[src/rtl/wfg_spi_arbiter.sv]
// Two-requester packet arbiter feeding the SPI drive AXI-stream slave, with a programmable idle gap.
// Optional per-grant word limit enabled by defining WFG_SPI_ARB_MAXBURST_EN (uses MAX_BURST).
module wfg_spi_arbiter #(
    parameter int AXIS_DATA_WIDTH = 32,
    parameter int MAX_BURST       = 16
) (
    input  logic                       clk,
    input  logic                       rst_n,
    output logic                       s0_axis_tready_o,
    input  logic                       s0_axis_tvalid_i,
    input  logic                       s0_axis_tlast_i,
    input  logic [AXIS_DATA_WIDTH-1:0] s0_axis_tdata_i,
    output logic                       s1_axis_tready_o,
    input  logic                       s1_axis_tvalid_i,
    input  logic                       s1_axis_tlast_i,
    input  logic [AXIS_DATA_WIDTH-1:0] s1_axis_tdata_i,
    input  logic                       m_axis_tready_i,
    output logic                       m_axis_tvalid_o,
    output logic                       m_axis_tlast_o,
    output logic [AXIS_DATA_WIDTH-1:0] m_axis_tdata_o,
    input  logic                       ctrl_en_q_i,
    input  logic                       cfg_prio_q_i,
    input  logic [7:0]                 cfg_gap_q_i,
    output logic [1:0]                 arb_grant_o,
    output logic                       arb_busy_o
);

    typedef enum logic [1:0] {ST_IDLE, ST_GRANT, ST_GAP} state_t;

    // The burst counter is 8 bits wide, so the limit must fit in it.
    if (MAX_BURST < 1 || MAX_BURST > 255) begin : g_bad_max_burst
        $error("MAX_BURST must be within 1..255");
    end

    state_t     state_q;
    logic [1:0] grant_q;
    logic       last_served_q;
    logic [7:0] gap_cnt_q;
    logic       src_last;
    logic       handshake;
    logic       pkt_end;
    logic       win_s1;

`ifdef WFG_SPI_ARB_MAXBURST_EN
    logic [7:0] word_cnt_q;
    logic       burst_hit;
`endif

    always_comb begin
        m_axis_tvalid_o = 1'b0;
        m_axis_tdata_o  = '0;
        src_last        = 1'b0;
        if (grant_q[0]) begin
            m_axis_tvalid_o = s0_axis_tvalid_i;
            src_last        = s0_axis_tlast_i;
            m_axis_tdata_o  = s0_axis_tvalid_i ? s0_axis_tdata_i : '0;
        end else if (grant_q[1]) begin
            m_axis_tvalid_o = s1_axis_tvalid_i;
            src_last        = s1_axis_tlast_i;
            m_axis_tdata_o  = s1_axis_tvalid_i ? s1_axis_tdata_i : '0;
        end
    end

`ifdef WFG_SPI_ARB_MAXBURST_EN
    assign burst_hit      = m_axis_tvalid_o && (word_cnt_q == 8'(MAX_BURST - 1));
    assign m_axis_tlast_o = src_last | burst_hit;
`else
    assign m_axis_tlast_o = src_last;
`endif

    assign s0_axis_tready_o = grant_q[0] & m_axis_tready_i;
    assign s1_axis_tready_o = grant_q[1] & m_axis_tready_i;
    assign handshake        = m_axis_tvalid_o & m_axis_tready_i;
    assign pkt_end          = handshake & m_axis_tlast_o;

    // s1 wins if alone, or on a round-robin tie when s0 was served last.
    assign win_s1 = s1_axis_tvalid_i &
                    (~s0_axis_tvalid_i | (~cfg_prio_q_i & ~last_served_q));

    assign arb_grant_o = grant_q;
    assign arb_busy_o  = (state_q != ST_IDLE);

    always_ff @(posedge clk) begin
        if (!rst_n) begin
            state_q       <= ST_IDLE;
            grant_q       <= 2'b00;
            last_served_q <= 1'b1;
            gap_cnt_q     <= 8'd0;
`ifdef WFG_SPI_ARB_MAXBURST_EN
            word_cnt_q    <= 8'd0;
`endif
        end else begin
            case (state_q)
                ST_IDLE: begin
                    if (ctrl_en_q_i && (s0_axis_tvalid_i || s1_axis_tvalid_i)) begin
                        grant_q       <= win_s1 ? 2'b10 : 2'b01;
                        last_served_q <= win_s1;
                        state_q       <= ST_GRANT;
                    end
                end
                ST_GRANT: begin
`ifdef WFG_SPI_ARB_MAXBURST_EN
                    if (handshake) begin
                        word_cnt_q <= word_cnt_q + 8'd1;
                    end
`endif
                    if (pkt_end) begin
                        grant_q <= 2'b00;
`ifdef WFG_SPI_ARB_MAXBURST_EN
                        word_cnt_q <= 8'd0;
`endif
                        if (cfg_gap_q_i == 8'd0) begin
                            state_q <= ST_IDLE;
                        end else begin
                            gap_cnt_q <= cfg_gap_q_i;
                            state_q   <= ST_GAP;
                        end
                    end
                end
                ST_GAP: begin
                    gap_cnt_q <= gap_cnt_q - 8'd1;
                    if (gap_cnt_q == 8'd1) begin
                        state_q <= ST_IDLE;
                    end
                end
                default: begin
                    state_q <= ST_IDLE;
                    grant_q <= 2'b00;
                end
            endcase
        end
    end

endmodule

[config.mk]
export PLATFORM = sky130hd
export DESIGN_NAME = wfg_spi_arbiter
export DESIGN_NICKNAME = d
export VERILOG_FILES = /design/src/rtl/wfg_spi_arbiter.sv
export SDC_FILE = /design/constraint.sdc
export NUM_CORES = 1
export LEC_CHECK = 0
export CAP_MARGIN = 20
export CELL_PAD_IN_SITES_DETAIL_PLACEMENT = 0
export CELL_PAD_IN_SITES_GLOBAL_PLACEMENT = 1
export CORE_MARGIN = 2
export CORE_UTILIZATION = 18
export DETAILED_ROUTE_END_ITERATION = 6
export GPL_ROUTABILITY_DRIVEN = 0
export PLACE_DENSITY_LB_ADDON = 0.1
export REMOVE_ABC_BUFFERS = 1
export SYNTH_ARGS = -nofsm -noshare
export SYNTH_HDL_FRONTEND = slang
export SYNTH_SLANG_ARGS = --single-unit
[constraint.sdc]
create_clock -name clk -period 2 [get_ports clk]
set_input_delay 0.4 -clock clk [delete_from_list [all_inputs] [get_ports clk]]
set_output_delay 0.4 -clock clk [all_outputs]
set_load 0.005 [all_outputs]
==> reports/metrics.yaml <==
run_status:
  status: "complete, no violations"
die:
  coreArea_sq_mm: 0.00628
  dieWidth_um: 84.0
  io_pins: 120
  die_h_um: 84.0
  dieArea_sq_mm: 0.00706
  initial_core_util: 0.184
  rows: 29
grt:
  grt_pass1_wl_um: 8540
  grt.overflow.total: 0
  grt_antenna_before_repair: 0
  grt_max_degree: 22
  gr-usage-all-layers: 0.153
  grt_pass1_vias: 1526
finish:
  diodes: 0
  finalNetCount: 361
  area_growth_pct: 131
  fin_util: 0.424
  drive_gt1_frac: 0.181
  layoutNonFillerInstCount: 354
power:
  ir_drop_mv: 0.272
  powerDensity_mw_per_mm2: 329
  finalPower_uw: 876
  p_leak_nw: 1.15
route:
  post_drt_wl_per_cell_um: 15.7
  vias_per_cell: 4.60
  dr.first_iter.drc_count: 27
  dr.pass1.iters: 4
  antenna_left: 0
  drcViolationCount: 0
  vias: 1627
  wirelength_um: 5570
sta:
  period_needed_ns: 1.98
  fin_crit_sh: 0.990
  skew_ns: 0.00137
  maxSlewHeadroom: 0.669
  setup_violations: 0
  setup_ws_ns: 0.0207
  finalHoldViolations: 0
  drv_slew: 0
  worstMarginPinSlew_ns: 0.491
  fmax_mhz: 505
  rsz0062_at_grt: "true"
placement:
  hpwlAfterDp_um: 4490
  dp_slack_ns: -0.407
  portBuffers: 119
  dp.cells: 343
synth:
  netlist_top_cells_area: "a22o_1, dfxtp_1, a21oi_1, o31a_1, clkbuf_1"
  ys_ff_latch: 13
  avgSynthCellArea_sq_um: 8.12
  yosys-top-cells-count: "a22o_1, dfxtp_1, a21oi_1, clkbuf_1, o21ai_0"
  synth_edf_count: 0
  synth_flop_cell: "dfxtp_1"
  syn_inst: 142
  synth_most_common_cell: "a22o_1"
  synth_area_leader_cell: "a22o_1"
  async_flop_share: 0
  syn_area_sq_mm: 0.00115
  yosysUniqueCellTypes: 42
  ys.warnings.count: 0
  synth_top_area_share: 0.243
  yosysSeqAreaShare: 0.226
clock_network:
  clk_pin_slew_worst_paths_ns: 0.06
  root_buffer: "clkbuf_8"
  cts_tree: "yes"
  numCtsBuffers: 3
  h-tree-depth: 1
  cts.sinks: 13
  clock_latency_ns: 0.24
  cts_buffer_depth: 2
critical_path:
  crit_required_ns: 1.60
  cp-start-kind: "primary input"
  cp_max_fo: 7
  critPathArrivalTime_ns: 1.58
  crit_type: "in -> out"
  reg2regPathDepth: 7
  critPathCaptureType: "output port"
worst_hold_path:
  hold_path_class: "reg -> reg"
  min_path_cells: 2
run:
  drv_cap: 0
==> state kept, by name (all words and copies together), names as in the netlist <==
signal,count
gap_cnt_q,8
arb_grant_o,2
state_q,2
last_served_q,1
==> worst max-delay path: stages <==
cell,delay [ns]
dlygate4sd2_1,0.24
and3b_2,0.24
buf_4,0.15
buf_8,0.12
a22o_1,0.16
dlygate4sd2_1,0.26
==> kinds of logic after synthesis <==
group / synth area share
AOI/OAI and AO/OA: 0.454
xor gates and xnor gates: 0.00760
adders and majority gates: 0.0217
buffers and inverters: 0.0684
DFF: 0.226
muxes: 0.0185
and+or+nand+nor: 0.204
==> routing by layer <==
layer | routed length (um) | up-vias | track usage
met5 | 0 | - | 0
met4 | 14 | 0 | 0.0264
met3 | 332 | 2 | 0.0277
met2 | 2690 | 62 | 0.265
met1 | 2530 | 735 | 0.199
li1 | - | 828 | -
==> cells in the final DEF (no fill, tap or decap), drive strengths merged, types with 2 or more instances in the layout <==
cell	n
nand2b	2
or4	2
a211oi	2
nor4	4
dfxtp	13
and2	4
o31a	5
clkdlybuf4s50	83
clkdlybuf4s15	17
o21ai	7
nor2	5
a22o	32
a21o	2
o31ai	2
inv	5
dlygate4sd2	8
nor3	4
ha	2
buf	35
nand2	5
nand3	2
a21oi	9
and3	5
clkbuf	4
==> per-stage QoR <==
stage,cell area [sq um],hold WS [ns],setup TNS [ns]
after detailed placement,2550,0.520,-14.99
after global placement,2550,0.509,-14.35
final,2660,0.532,0
after CTS,2630,0.534,-0.0282
after floorplan,1090,0.471,-0.839
after global routing,2660,0.563,-0.00839
==> path summary, 6_finish.rpt <==
kind,from,end,slack [ns]
worst min register to register,last_served_q,last_served_q,0.53
worst min-delay path,last_served_q,last_served_q,0.53
worst max register to register,arb_grant_o[0],gap_cnt_q[1],0.16
worst max-delay path,s1_axis_tvalid_i,m_axis_tdata_o[22],0.02
==> report_power, final <==
part           switching [mW]  internal (mW)  total [mW]
clock network          0.0957          0.141       0.236
registers             0.00460          0.267       0.272
logic                   0.116          0.252       0.368
==> final cells by class <==
class,instances,area [sq um]
fill,649,3620
inverter,5,18.8
tap,77,96.3
multi-input combinational,111,830
timing repair buffer,144,1410
sequential,13,262
clock buffer,4,45.0
==> what timing repair did <==
action                                 4_1_cts  5_1_grt
hold buffers                                 0        0
setup endpoints to repair                   37       27
pin swaps                                    2        3
resized for setup                           75       25
endpoints found under the hold margin        0        0
gates cloned                                 2        0
buffers inserted                             5        1
(Power assumes the default switching activity.)
